`src/rtl/mem_arb_pkg.sv`:
```
// Shared encodings for the main-memory arbiter: owner, FSM states, default widths.
package mem_arb_pkg;

    localparam int ADDR_W = 9;
    localparam int DATA_W = 32;

    typedef enum logic {
        OWN_IF = 1'b0,
        OWN_DM = 1'b1
    } owner_t;

    localparam logic [1:0] ST_IDLE = 2'd0;
    localparam logic [1:0] ST_WAIT = 2'd1;
    localparam logic [1:0] ST_RESP = 2'd2;

endpackage

```
`src/rtl/mem_arb_if.sv`:
```
// Bundle of fetch port, data port, memory port and idle flag around the arbiter.
interface mem_arb_if
    import mem_arb_pkg::*;
#(
    parameter int ADDR_W = mem_arb_pkg::ADDR_W,
    parameter int DATA_W = mem_arb_pkg::DATA_W
);
    logic              if_req;
    logic [ADDR_W-1:0] if_addr;
    logic              if_gnt;
    logic              if_rvalid;
    logic [DATA_W-1:0] if_rdata;

    logic              dm_req;
    logic              dm_we;
    logic [ADDR_W-1:0] dm_addr;
    logic [DATA_W-1:0] dm_wdata;
    logic              dm_gnt;
    logic              dm_rvalid;
    logic [DATA_W-1:0] dm_rdata;

    logic              mem_en;
    logic              mem_we;
    logic [ADDR_W-1:0] mem_addr;
    logic [DATA_W-1:0] mem_wdata;
    logic [DATA_W-1:0] mem_rdata;

    logic              idle;

    // Arbiter side
    modport slave (
        input  if_req, if_addr, dm_req, dm_we, dm_addr, dm_wdata, mem_rdata,
        output if_gnt, if_rvalid, if_rdata, dm_gnt, dm_rvalid, dm_rdata,
        output mem_en, mem_we, mem_addr, mem_wdata, idle
    );

    // Pipeline stages plus memory side
    modport master (
        output if_req, if_addr, dm_req, dm_we, dm_addr, dm_wdata, mem_rdata,
        input  if_gnt, if_rvalid, if_rdata, dm_gnt, dm_rvalid, dm_rdata,
        input  mem_en, mem_we, mem_addr, mem_wdata, idle
    );

endinterface

```
`src/rtl/mem_arb_priority.sv`:
```
// Winner select between fetch and data ports; data wins unless fetch has starved STARVE_MAX times.
module mem_arb_priority #(
    parameter int STARVE_MAX = 4
) (
    input  logic CLK,
    input  logic RESET,
    input  logic arb_en,
    input  logic if_req,
    input  logic dm_req,
    output logic if_gnt,
    output logic dm_gnt
);
    localparam int CW = $clog2(STARVE_MAX + 1);

    logic [CW-1:0] starve_cnt_reg;
    logic          force_if;

    assign force_if = (starve_cnt_reg == CW'(STARVE_MAX));
    assign dm_gnt   = arb_en && dm_req && !(if_req && force_if);
    assign if_gnt   = arb_en && if_req && !dm_gnt;

    always_ff @(posedge CLK) begin
        if (RESET) begin
            starve_cnt_reg <= '0;
        end else if (if_gnt) begin
            starve_cnt_reg <= '0;
        end else if (if_req && dm_gnt && !force_if) begin
            starve_cnt_reg <= starve_cnt_reg + CW'(1);
        end
    end

endmodule

```
`src/rtl/main_memory_arbiter.sv`:
```
// Single-outstanding, fixed-latency arbiter between IF fetch and MEM data ports.
// Optional MEM_ARB_PERF_EN adds grant and conflict counters.
module main_memory_arbiter
    import mem_arb_pkg::*;
#(
    parameter int MEM_LAT    = 2,
    parameter int STARVE_MAX = 4
) (
    input  logic        CLK,
    input  logic        RESET,
    mem_arb_if.slave    bus
`ifdef MEM_ARB_PERF_EN
    ,
    output logic [31:0] perf_if_cnt,
    output logic [31:0] perf_dm_cnt,
    output logic [31:0] perf_conflict_cnt
`endif
);
    localparam logic [2:0] LAT_INIT = 3'(MEM_LAT);

    logic [1:0] state_reg, state_next;
    logic [2:0] lat_reg, lat_next;
    owner_t     owner_reg, owner_next;
    logic       we_reg, we_next;

    logic arb_en, resp_en, if_gnt, dm_gnt;

    // Grants and response pulses are suppressed while reset is held
    assign arb_en  = (state_reg == ST_IDLE) && !RESET;
    assign resp_en = (state_reg == ST_RESP) && !RESET;

    mem_arb_priority #(.STARVE_MAX(STARVE_MAX)) u_prio (
        .CLK    (CLK),
        .RESET  (RESET),
        .arb_en (arb_en),
        .if_req (bus.if_req),
        .dm_req (bus.dm_req),
        .if_gnt (if_gnt),
        .dm_gnt (dm_gnt)
    );

    always_comb begin
        state_next = state_reg;
        lat_next   = lat_reg;
        owner_next = owner_reg;
        we_next    = we_reg;
        case (state_reg)
            ST_IDLE: begin
                if (if_gnt || dm_gnt) begin
                    owner_next = dm_gnt ? OWN_DM : OWN_IF;
                    we_next    = dm_gnt && bus.dm_we;
                    lat_next   = LAT_INIT;
                    state_next = (MEM_LAT == 1) ? ST_RESP : ST_WAIT;
                end
            end
            ST_WAIT: begin
                lat_next = lat_reg - 3'd1;
                if (lat_reg == 3'd2) state_next = ST_RESP;
            end
            ST_RESP: state_next = ST_IDLE;
            default: state_next = ST_IDLE;
        endcase
    end

    always_ff @(posedge CLK) begin
        if (RESET) begin
            state_reg <= ST_IDLE;
            lat_reg   <= '0;
            owner_reg <= OWN_IF;
            we_reg    <= 1'b0;
        end else begin
            state_reg <= state_next;
            lat_reg   <= lat_next;
            owner_reg <= owner_next;
            we_reg    <= we_next;
        end
    end

    assign bus.if_gnt    = if_gnt;
    assign bus.dm_gnt    = dm_gnt;
    assign bus.mem_en    = if_gnt || dm_gnt;
    assign bus.mem_we    = dm_gnt && bus.dm_we;
    assign bus.mem_addr  = dm_gnt ? bus.dm_addr : (if_gnt ? bus.if_addr : '0);
    assign bus.mem_wdata = (dm_gnt && bus.dm_we) ? bus.dm_wdata : '0;

    assign bus.if_rvalid = resp_en && (owner_reg == OWN_IF);
    assign bus.dm_rvalid = resp_en && (owner_reg == OWN_DM);
    assign bus.if_rdata  = bus.if_rvalid ? bus.mem_rdata : '0;
    // Write completions return zero rather than whatever the memory drives
    assign bus.dm_rdata  = (bus.dm_rvalid && !we_reg) ? bus.mem_rdata : '0;

    assign bus.idle = RESET || ((state_reg == ST_IDLE) && !if_gnt && !dm_gnt);

`ifdef MEM_ARB_PERF_EN
    logic conflict;
    assign conflict = (bus.if_req && !if_gnt) || (bus.dm_req && !dm_gnt);

    always_ff @(posedge CLK) begin
        if (RESET) begin
            perf_if_cnt       <= '0;
            perf_dm_cnt       <= '0;
            perf_conflict_cnt <= '0;
        end else begin
            if (if_gnt)   perf_if_cnt       <= perf_if_cnt + 32'd1;
            if (dm_gnt)   perf_dm_cnt       <= perf_dm_cnt + 32'd1;
            if (conflict) perf_conflict_cnt <= perf_conflict_cnt + 32'd1;
        end
    end
`endif

endmodule
```
`src/flat_wrapper.sv`:
```
// flat-port wrapper written by rule: the top's interface ports become plain ports
module main_memory_arbiter_flat import mem_arb_pkg::*;
#(
    parameter int MEM_LAT    = 2,
    parameter int STARVE_MAX = 4
)
  (CLK, RESET, bus_if_req, bus_if_addr, bus_dm_req, bus_dm_we, bus_dm_addr, bus_dm_wdata, bus_mem_rdata, bus_if_gnt, bus_if_rvalid, bus_if_rdata, bus_dm_gnt, bus_dm_rvalid, bus_dm_rdata, bus_mem_en, bus_mem_we, bus_mem_addr, bus_mem_wdata, bus_idle);
  mem_arb_if bus_i ();
  input  logic CLK;
  input  logic RESET;
  input wire logic [$bits(bus_i.if_req)-1:0] bus_if_req;
  input wire logic [$bits(bus_i.if_addr)-1:0] bus_if_addr;
  input wire logic [$bits(bus_i.dm_req)-1:0] bus_dm_req;
  input wire logic [$bits(bus_i.dm_we)-1:0] bus_dm_we;
  input wire logic [$bits(bus_i.dm_addr)-1:0] bus_dm_addr;
  input wire logic [$bits(bus_i.dm_wdata)-1:0] bus_dm_wdata;
  input wire logic [$bits(bus_i.mem_rdata)-1:0] bus_mem_rdata;
  output wire logic [$bits(bus_i.if_gnt)-1:0] bus_if_gnt;
  output wire logic [$bits(bus_i.if_rvalid)-1:0] bus_if_rvalid;
  output wire logic [$bits(bus_i.if_rdata)-1:0] bus_if_rdata;
  output wire logic [$bits(bus_i.dm_gnt)-1:0] bus_dm_gnt;
  output wire logic [$bits(bus_i.dm_rvalid)-1:0] bus_dm_rvalid;
  output wire logic [$bits(bus_i.dm_rdata)-1:0] bus_dm_rdata;
  output wire logic [$bits(bus_i.mem_en)-1:0] bus_mem_en;
  output wire logic [$bits(bus_i.mem_we)-1:0] bus_mem_we;
  output wire logic [$bits(bus_i.mem_addr)-1:0] bus_mem_addr;
  output wire logic [$bits(bus_i.mem_wdata)-1:0] bus_mem_wdata;
  output wire logic [$bits(bus_i.idle)-1:0] bus_idle;
  assign bus_i.if_req = bus_if_req;
  assign bus_i.if_addr = bus_if_addr;
  assign bus_i.dm_req = bus_dm_req;
  assign bus_i.dm_we = bus_dm_we;
  assign bus_i.dm_addr = bus_dm_addr;
  assign bus_i.dm_wdata = bus_dm_wdata;
  assign bus_i.mem_rdata = bus_mem_rdata;
  assign bus_if_gnt = bus_i.if_gnt;
  assign bus_if_rvalid = bus_i.if_rvalid;
  assign bus_if_rdata = bus_i.if_rdata;
  assign bus_dm_gnt = bus_i.dm_gnt;
  assign bus_dm_rvalid = bus_i.dm_rvalid;
  assign bus_dm_rdata = bus_i.dm_rdata;
  assign bus_mem_en = bus_i.mem_en;
  assign bus_mem_we = bus_i.mem_we;
  assign bus_mem_addr = bus_i.mem_addr;
  assign bus_mem_wdata = bus_i.mem_wdata;
  assign bus_idle = bus_i.idle;
  main_memory_arbiter #(.MEM_LAT(MEM_LAT), .STARVE_MAX(STARVE_MAX)) u_core (.CLK(CLK), .RESET(RESET), .bus(bus_i));
endmodule
```
`config.mk`:
```
export PLATFORM = sky130hd
export DESIGN_NAME = main_memory_arbiter_flat
export DESIGN_NICKNAME = d
export VERILOG_FILES = /design/src/rtl/mem_arb_pkg.sv /design/src/rtl/mem_arb_if.sv /design/src/rtl/mem_arb_priority.sv /design/src/rtl/main_memory_arbiter.sv /design/src/flat_wrapper.sv
export SDC_FILE = /design/constraint.sdc
export NUM_CORES = 1
export LEC_CHECK = 0
export ABC_CLOCK_PERIOD_IN_PS = 2800
export CORE_ASPECT_RATIO = 1.75
export CORE_MARGIN = 3
export CORE_UTILIZATION = 24
export CTS_CLUSTER_DIAMETER = 120
export DETAILED_ROUTE_END_ITERATION = 8
export GPL_TIMING_DRIVEN = 0
export PLACE_DENSITY = 0.83
export SYNTH_ARGS = -nofsm -noshare
export SYNTH_HDL_FRONTEND = slang
export SYNTH_HIERARCHICAL = 1
export SYNTH_SLANG_ARGS = --single-unit
export TNS_END_PERCENT = 10
```
`constraint.sdc`:
```
create_clock -name CLK -period 2.8 [get_ports CLK]
set_input_delay 0.56 -clock CLK [delete_from_list [all_inputs] [get_ports CLK]]
set_output_delay 0.56 -clock CLK [all_outputs]
set_load 0.02 [all_outputs]
```
* Yosys cells after proc, flatten, opt, wreduce, memory -nomap -nowiden
Cells that the tools add are included.
Widths: inputs -> output; s select.
** Word-level totals
- Register bits after elaboration :: 10
- Input bits :: 87
** Cells by class
- $add $sub $neg :: 2
- Eq/ne operators :: 6
- Multiplexer cells :: 11
- Bitwise logic cells :: 1
- Reductions and logical operators :: 29
** Operators by type and width (number)
- $mux 32 :: 3
- $mux 9 :: 2
- $logic_and 1x1->1 :: 15
- $logic_not 1->1 :: 6
- $pmux 3 s2 :: 1
- $reduce_and 2->1 :: 3
- $mux 2 :: 2
- $pmux 2 s2 :: 1
- $add 3x1->3 const B :: 1
- $eq 3x2->1 const B :: 1
- $eq 3x3->1 const B :: 1
- $mux 3 :: 1
- $sub 3x1->3 const B :: 1
- $eq 2x1->1 const B :: 1
- $eq 2x2->1 const B :: 1
- $logic_not 2->1 :: 1
- $logic_or 1x1->1 :: 2
- $ne 2x1->1 const B :: 1
- $ne 2x2->1 const B :: 1
- $reduce_bool 2->1 :: 1
- $reduce_or 2->1 :: 1
- $mux 1 :: 1
- $not 1->1 :: 1

* Longest topological paths before layout
Gate-level depths: netlist of run 1.
- Depth after elaboration :: 10
- Mapped depth :: 8
- Mapped depth without buffers :: 7

* By module
The synthesis of run 1 kept the hierarchy.
** Modules (own cells, without submodules)
- main_memory_arbiter :: times used 1, cells an instance 166, area an instance 1164.9 um^2
- mem_arb_priority :: times used 1, cells an instance 24, area an instance 181.4 um^2

* Worst setup path before layout of run 1
Ideal clock, no wire load.
- Kind :: input -> output
- From :: input port RESET
- To :: output port bus_mem_addr[0]
- Arrival time :: 2.315 ns
- Data required time :: 2.240 ns
- Slack :: -0.075 ns
- Cell stages on the path :: 7
- Buffers on the path :: 2
- Path through :: clkbuf_1 nor3_1 nand2_2 a21oi_1 nor2b_1 clkbuf_1 a22o_1
** Between the ends
- Word-level cells in the longest chain between the ends :: 8
** Ends and longest elaborated chain
- from (decl) :: RTL line flat_wrapper.sv:10 : input logic RESET;
- $logic_not 1->1 * :: RTL line main_memory_arbiter.sv:29 : assign arb_en = (state_reg == ST_IDLE) && !RESET;
- $logic_and 1x1->1 * :: RTL line main_memory_arbiter.sv:29
- via u_core.arb_en :: RTL line main_memory_arbiter.sv:26 : logic arb_en, resp_en, if_gnt, dm_gnt;
- $logic_and 1x1->1 (2 in series) :: RTL line mem_arb_priority.sv:19 : assign dm_gnt = arb_en && dm_req && !(if_req && force_if);
- $logic_not 1->1 :: RTL line mem_arb_priority.sv:20 : assign if_gnt = arb_en && if_req && !dm_gnt;
- $logic_and 1x1->1 * :: RTL line mem_arb_priority.sv:20
- via bus_if_gnt :: RTL line flat_wrapper.sv:18 : output wire logic [$bits(bus_i.if_gnt)-1:0] bus_if_gnt;
- $mux 9 * (2 in series) :: RTL line main_memory_arbiter.sv:83 : assign bus.mem_addr = dm_gnt ? bus.dm_addr : (if_gnt ? bus.if_addr : '0);
- to (decl) :: RTL line flat_wrapper.sv:26 : output wire logic [$bits(bus_i.mem_addr)-1:0] bus_mem_addr;
The timed path passes the listed nets; every way through them passes the cells marked *.

* Worst setup path after layout of run 1
- From :: input port bus_if_req
- To :: output port bus_idle
** Between the ends
- Word-level cells in the longest chain between the ends :: 9
** Ends and longest elaborated chain
- from (decl) :: RTL line flat_wrapper.sv:11 : input wire logic [$bits(bus_i.if_req)-1:0] bus_if_req;
- $logic_and 1x1->1 :: RTL line mem_arb_priority.sv:19
- $logic_not 1->1 :: RTL line mem_arb_priority.sv:19
- $logic_and 1x1->1 :: RTL line mem_arb_priority.sv:19
- $logic_not 1->1 :: RTL line mem_arb_priority.sv:20, main_memory_arbiter.sv:92
- $logic_and 1x1->1 :: RTL line mem_arb_priority.sv:20
- $logic_not 1->1 :: RTL line main_memory_arbiter.sv:92 : assign bus.idle = RESET || ((state_reg == ST_IDLE) && !if_gnt && !dm_gnt);
- $logic_and 1x1->1 :: RTL line main_memory_arbiter.sv:92
- $logic_and 1x1->1 * :: RTL line main_memory_arbiter.sv:92
- $logic_or 1x1->1 * :: RTL line main_memory_arbiter.sv:92
- to (decl) :: RTL line flat_wrapper.sv:28 : output wire logic [$bits(bus_i.idle)-1:0] bus_idle;
Mark *: on every way between the ends. The rest lies on a longest branch, timed or not.

==> results.yml, run 1 <==
synth:
  avgSynthCellArea_um2: 7.09
  netlist.top_cell.by_area: "and2_1"
  synth_top_area_frac: 0.307
  ys_seq_area_frac: 0.149
  synthesis.nets: 281
  synth_cell_type_count: 30
  synth_area_leaders: "and2_1, and3_1, dfxtp_1, a22o_1, ha_1"
  syn_inst: 190
  ys_warn_count: 6
  synth-seq-cells: 10
  synth_area_um2: 1350
floorplan:
  start_util: 0.252
  coreArea_um2: 5340
  die_w_um: 62.6
  dieArea_um2: 6580
  dieHeight_um: 105
  rows: 35
  io_pins: 199
route:
  vias: 2166
  first_pass_iters: 4
  wl_met1_um: 2120
  top_layer_used: "met4"
  drtIter0Drc: 86
  routed_wl_um: 6750
  met3RoutedLength_um: 849
  avgViaCountPerCell: 4.59
  wl_met2_um: 3680
  drtAntennaViolNets: 0
  drc: 0
  wl_per_cell_um: 14.3
pwr:
  leakage_nw: 1.56
  vdd_drop_max_mv: 0.241
  power_density_nw_per_um2: 201
global_routing:
  overflow: 0
  grt_pass1_vias: 2137
  grt_pass1_wl_um: 10100
  grt_max_degree: 11
  antenna_found_initial: 0
  grt_usage: 0.190
placement:
  gp_congestion: 0.730
  dpl.hpwl_um: 6010
  place.port_buffers: 198
  post-place-cells: 462
clock_network:
  cts-root-buf: "clkbuf_8"
  path_clk_slew_ps: 50
  clock_latency_ps: 230
  h-tree-depth: 1
  hold_buffers: 0
  cts_tree: "yes"
  clock_path_buffers: 2
  cts_num_sinks: 10
  cts_buffers: 3
worst_setup_path:
  reg2reg_from: "u_core/state_reg[1]"
  r2r_end: "u_core/state_reg[0]"
  cpMaxStageDelayCell: "clkdlybuf4s50_1"
  worstSetupPathType: "input pin to primary output"
  critPathCaptureType: "primary output"
  worst_setup_path_start_kind: "input pin"
  r2r_cells: 8
  cp_data_required_time_ps: 2240
  worstPathArrival_ps: 2190
  cp_slowest_stage_delay_ps: 550
  path_max_fanout: 7
  worstPathCellList: "clkdlybuf4s50_1 -> a31oi_2 -> clkbuf_8 -> buf_4 -> nor2_1 -> a21o_1 -> clkdlybuf4s15_1"
  r2r_slack_ps: 1000
min_path:
  min_to: "u_core/we_reg"
  min_from: "u_core/we_reg"
  whs_path_depth: 2
  min_path_type: "register to register"
timing:
  min_period_ps: 2750
  tightest_slew_ps: 341
  slew_violations: 0
  hold_viol: 0
  fin_setup_tns_ps: 0
  max_freq_mhz: 363
  slew_headroom: 0.767
  hold_ws_ps: 476
  finalClockSkew_ps: 3.14
  rsz0062_at_grt: "true"
  finalCritPeriodShare: 0.983
  finalSetupViolCount: 0
run:
  drv_cap: 0
finish:
  antenna_cells: 0
  syn_to_final_growth_pct: 152
  nets: 490
  stdcell_count: 472
  drive_gt1_frac: 0.188
  nFillCells: 475
outcome:
  status: "finished clean"
-- cell usage after synthesis --
cell and number:
o31ai_1 2, a21bo_2 1, a31oi_1 1, nor3_1 2
a21o_1 1, o21ai_0 3, a22o_1 9, or3_1 1
a21oi_1 8, a2111oi_0 1, and2_1 66, nand4_1 2
o21a_1 1, nor2b_1 4, dfxtp_1 10, clkbuf_1 9
inv_1 5, nand2_1 8, and4bb_1 1, nand2_2 1
buf_6 3, buf_4 1, nor2_1 4, nor4b_4 1
nor3b_1 2, buf_2 5, and2b_4 1, ha_1 4
and3_1 32, and3b_1 1
-- worst max-delay path, delay by kind of cell --
| family | cells | cell delay [ps] |
|---|---|---|
| buffers and inverters | 4 | 1160 |
| AO/OA/AOI/OAI | 2 | 270 |
| AND/OR/NAND/NOR | 1 | 190 |
-- what timing repair did --
item / in CTS / in global routing
gates resized for setup: 122 / 43
buffers inserted: 4 / 2
pin swaps: 1 / 1
setup endpoints to repair: 111 / 47
-- metal layers --
layer / global-route usage / up-vias
met5: 0 / -
met4: 0.0427 / 0
met3: 0.0785 / 6
met2: 0.398 / 158
met1: 0.154 / 942
li1: - / 1060
-- power breakdown --
part / switching [W] / internal, W / leakage (nW)
clock: 0.0000540 / 0.000123 / 0.0288
combinational: 0.000149 / 0.000195 / 1.45
sequential: 0.00000733 / 0.000154 / 0.0817
-- how the worst max path moves through the flow --
stage | from | endpoint
after global routing | bus_if_req | bus_idle
after floorplan | RESET | bus_mem_addr[0]
after global placement | RESET | bus_mem_wdata[26]
after CTS | RESET | bus_mem_addr[1]
after detailed placement | RESET | bus_mem_wdata[21]
final | bus_if_req | bus_idle
-- cell families after synthesis --
group	synth area share
simple gates	0.585
compound gates	0.140
fa+ha+maj	0.0372
buf+inv	0.0883
flops	0.149
-- per-stage QoR --
step	utilization	cell area, µm²	total power [W]	setup WS, ps
6_report	0.636	3400	0.000683	47.4
5_1_grt	0.636	3400	0.000724	-35.6
4_1_cts	0.670	3580	0.000696	34.1
3_5_place_dp	0.642	3430	0.000513	-1420
3_3_place_gp	0.642	3430	0.000505	-1320
2_1_floorplan	-	1360	0.000298	46.0
-- cell type report --
cell class | instances | area (µm²) | share of cell area
timing repair buffer | 204 | 1830 | 0.540
multi-input combinational | 157 | 1060 | 0.312
sequential | 10 | 200 | 0.0590
buffer | 18 | 135 | 0.0398
tap | 74 | 92.6 | 0.0273
clock buffer | 4 | 55.1 | 0.0162
inverter | 5 | 18.8 | 0.00553
-- cell usage in the layout, fill, tap and decap left out, types with 2 or more instances in the layout --
cell type / Yosys / final
clkbuf_2: 0 / 28
clkdlybuf4s15_2: 0 / 3
nand2_1: 8 / 8
clkbuf_4: 0 / 2
buf_4: 1 / 9
nand4_1: 2 / 2
a21oi_1: 8 / 7
clkdlybuf4s50_1: 0 / 152
dlygate4sd2_1: 0 / 2
and2_1: 66 / 66
ha_1: 4 / 4
buf_6: 3 / 3
clkdlybuf4s15_1: 0 / 2
o31ai_1: 2 / 2
nor2b_1: 4 / 4
clkbuf_1: 9 / 3
a22o_1: 9 / 9
nor2_1: 4 / 4
dfxtp_1: 10 / 10
inv_1: 5 / 5
nor3b_1: 2 / 2
and3_1: 32 / 31
buf_2: 5 / 16
clkbuf_8: 0 / 6
o21ai_0: 3 / 3
(Power assumes the default switching activity.)
==> inputs of run 2 (changes only) <==
--- a/config.mk
+++ b/config.mk
@@ -12,7 +12,9 @@
 export CTS_CLUSTER_DIAMETER = 120
 export DETAILED_ROUTE_END_ITERATION = 8
 export GPL_TIMING_DRIVEN = 0
+export MAX_ROUTING_LAYER = met4
 export PLACE_DENSITY = 0.83
+export SKIP_CTS_REPAIR_TIMING = 1
 export SYNTH_ARGS = -nofsm -noshare
 export SYNTH_HDL_FRONTEND = slang
 export SYNTH_HIERARCHICAL = 1
==> results.yml, run 2 (synthesis gave the netlist of run 1 again) <==
timing:
  finalSetupViolCount: 0
  finalClockSkew_ps: 2.86
  hold_viol: 0
  finalCritPeriodShare: 0.973
  slew_violations: 0
  min_period_ps: 2720
  tightest_slew_ps: 348
  slew_headroom: 0.762
  max_freq_mhz: 367
finish:
  final_common_cell: "clkdlybuf4s50_1"
  antenna_cells: 0
  most-common-layout-cells: "clkdlybuf4s50_1, and2_1, dlymetal6s2s_1"
  utilization: 0.668
  nets: 484
  drive_gt1_frac: 0.0944
  syn_to_final_growth_pct: 165
route:
  drtAntennaViolNets: 0
  drtIter0Drc: 52
  first_pass_iters: 4
  vias: 2123
  drc: 0
  avgViaCountPerCell: 4.56
  wl_per_cell_um: 14.5
  routed_wl_um: 6750
worst_setup_path:
  critPathLaunch: "RESET"
  worst_setup_path_start_kind: "input pin"
  reg2reg_from: "u_core/state_reg[1]"
  cp_data_required_time_ps: 2240
  critPathCaptureType: "primary output"
  path_max_fanout: 10
  r2r_cells: 7
  r2r_end: "u_core/state_reg[0]"
  endpoint: "bus_mem_wdata[25]"
  worstSetupPathType: "input pin to primary output"
  r2r_slack_ps: 1110
  worstPathArrival_ps: 2160
pwr:
  vdd_drop_max_mv: 0.249
  p_total_w: 0.000685
  power_density_nw_per_um2: 192
  leakage_nw: 2.07
global_routing:
  overflow: 0
  grt_pass1_wl_um: 9870
  grt_max_degree: 11
  grt_usage: 0.191
  antenna_found_initial: 0
  grt_pass1_vias: 2100
floorplan:
  dieHeight_um: 105
  io_pins: 199
  dieArea_um2: 6580
  coreArea_um2: 5340
  rows: 35
  die_w_um: 62.6
  start_util: 0.252
placement:
  place.port_buffers: 198
  dpl.hpwl_um: 6010
  gp_congestion: 0.739
clock_network:
  cts_num_sinks: 10
  cts_tree: "yes"
  clock_path_buffers: 2
  path_clk_slew_ps: 50
  cts_buffers: 3
  cts-root-buf: "clkbuf_8"
  clock_latency_ps: 230
  h-tree-depth: 1
min_path:
  min_path_type: "register to register"
  whs_path_depth: 2
run:
  drv_cap: 0
outcome:
  status: "finished clean"
## run 2: worst min-delay path by stage
stage / startpoint / endpoint
after floorplan: u_core/we_reg / u_core/we_reg
after global placement: u_core/u_prio/starve_cnt_reg[1] / u_core/u_prio/starve_cnt_reg[1]
after detailed placement: u_core/we_reg / u_core/we_reg
after CTS: u_core/we_reg / u_core/we_reg
after global routing: u_core/we_reg / u_core/we_reg
final: u_core/we_reg / u_core/we_reg
## run 2: where the power goes
part | switching (W) | total (W) | internal (W) | leakage [nW]
clock | 0.0000541 | 0.000177 | 0.000123 | 0.0288
sequential | 0.00000711 | 0.000161 | 0.000154 | 0.0817
combinational | 0.000148 | 0.000347 | 0.000199 | 1.96
total | 0.000209 | 0.000685 | 0.000476 | 2.07
## run 2: final cells by class
| class | count | area [µm²] |
|---|---|---|
| Timing Repair Buffer | 198 | 2010 |
| Fill cell | 460 | 1780 |
| Multi-Input combinational cell | 157 | 1060 |
| Sequential cell | 10 | 200 |
| Buffer | 18 | 130 |
| Tap cell | 74 | 92.6 |
| Clock buffer | 4 | 55.1 |
| Inverter | 5 | 18.8 |
## run 2: stage by stage
stage	std cells	instance area, µm²	hold slack [ps]	TNS (ps)	setup slack, ps
floorplan	190	1360	439	0	46.0
global placement	462	3430	460	-69440	-1320
detailed placement	462	3430	468	-76510	-1420
CTS	466	3490	476	-75050	-1420
global route	466	3570	490	-217	-44.9
finish	466	3570	473	0	75.1
## run 2: routing by layer
metal / vias up / routed length (µm) / track usage
met5: - / 0 / -
li1: 1046 / - / -
met1: 916 / 2180 / 0.158
met3: 6 / 776 / 0.0656
met2: 155 / 3710 / 0.392
met4: 0 / 79 / 0.0395
## run 2: critical path, stage by stage
cell and delay [ps]:
clkbuf_2 160, buf_6 170, nor3_4 190, nand2_1 100, a31oi_2 190, buf_6 170, clkbuf_4 190, and3_1 190
dlymetal6s2s_1 240
==> patch, RTL diff (flow settings as in run 2) <==
The package constant `DATA_W` goes from 32 to 16.
--- a/src/rtl/mem_arb_pkg.sv
+++ b/src/rtl/mem_arb_pkg.sv
@@ -4,3 +4,3 @@
     localparam int ADDR_W = 9;
-    localparam int DATA_W = 32;
+    localparam int DATA_W = 16;
 
Interface: changed (5 resized); port bits go from 199 to 119. No check against the original RTL was run, so the function may have changed too.
==> patch against run 2 <==
  * Synthesized area is 24% lower
  * Setup slack hardly changed
  * Critical path depth down 4
  * Power is 19% lower
  * Final area decreased by 36%
  * First-iteration DRC count fell by 63%
  * Synthesized cell count down 29%
  * Sequential cell count unchanged
  * Routed wire length decreased by 43%
  * Utilization shrank 9.0 points
  * Critical endpoint is now bus_if_rdata[13]
  * Largest cell class unchanged
  * Highest routed layer unchanged
==> patch: results (changes against run 2) <==
met2WireLength_um: 1920  # -48%
drive_above_1_share_pct: 22.0  # +13 points
switching_power_mw: 0.175  # -16%
grt_pass1_wl_um: 6180  # -37%
fin_skew_ns: 0.00187  # -0.000988 ns
synth_cell_types: 31  # +3.3%
synth_area_leaders: "dfxtp_1, and2_1, and3_1"
viasPerCell: 4.72  # +3.6%
wl_per_cell_um: 12.6  # -13%
drt_iter0_drc: 19  # -63%
syn_nets: 193  # -31%
synth_common_cells: "and2_1, and3_1, and2_2, dfxtp_1, a22o_1"
netlist_instances: 134  # -29%
finalNetCount: 316  # -35%
dp_slack_ns: -1.27  # +0.148 ns
yosysSeqAreaShare_pct: 19.6  # +4.7 points
vdd_ir_drop_max_v: 0.000188  # -25%
fillers: 343  # -25%
portBuffers: 118  # -40%
wl_met1_um: 1370  # -37%
outcome: "finished, final reports clean"
dpl.hpwl_um: 3210  # -47%
grt_pass1_vias: 1413  # -33%
crit_path_top_delay_cell: "clkdlybuf4s50_1"
gp_congestion: 0.768  # +3.9%
leakagePower_nw: 1.38  # -33%
start_util_pct: 25.7  # +0.52 points
[patch: final timing paths]
path | from | to | slack [ns] | cells past startpoint
max | RESET | bus_if_rdata[13] | 0.08 | 5
min | u_core/u_prio/starve_cnt_reg[1] | u_core/u_prio/starve_cnt_reg[1] | 0.48 | 2
max reg2reg | u_core/state_reg[1] | u_core/we_reg | 1.12 | 8
min reg2reg | u_core/u_prio/starve_cnt_reg[1] | u_core/u_prio/starve_cnt_reg[1] | 0.48 | 2
[patch: power by group through the flow]
stage / clock network, mW / registers [mW] / logic (mW)
floorplan: 0 / 0.163 / 0.112
global placement: 0 / 0.164 / 0.252
detailed placement: 0 / 0.164 / 0.255
CTS: 0.150 / 0.162 / 0.256
global route: 0.161 / 0.164 / 0.270
finish: 0.150 / 0.162 / 0.247
[patch: cells by family after synthesis]
family | after synthesis | synth area share (%)
compound gates | 27 | 18.5
fa+ha+maj | 4 | 4.89
buf+inv | 15 | 7.58
simple gates | 78 | 49.5
flops | 10 | 19.6
[patch: stage by stage]
stage | power, mW | setup TNS (ns) | util [%]
finish | 0.558 | 0 | 57.7
detailed placement | 0.419 | -42.38 | 57.1
global placement | 0.416 | -41.98 | 57.1
global route | 0.595 | -0.398 | 57.7
floorplan | 0.275 | -0.687 | -
CTS | 0.568 | -42.13 | 58.1
[patch: routing by layer]
metal | vias up | GRT usage (%)
met1 | 599 | 15.5
met4 | 0 | 5.48
li1 | 710 | -
met3 | 5 | 3.77
met2 | 116 | 27.9
met5 | - | -
[patch: critical path, delay by kind of cell]
family                 cells  cell delay (ns)
buffers and inverters      3             1.05
and+or+nand+nor            2             0.56
[patch: area by class of cell]
cell class / instances / share of cell area [%]
Inverter: 5 / 0.817
Tap cell: 48 / 2.61
Buffer: 10 / 3.38
Clock buffer: 3 / 1.80
Timing Repair Buffer: 118 / 48.6
Multi-Input combinational cell: 109 / 34.1
Sequential cell: 10 / 8.71
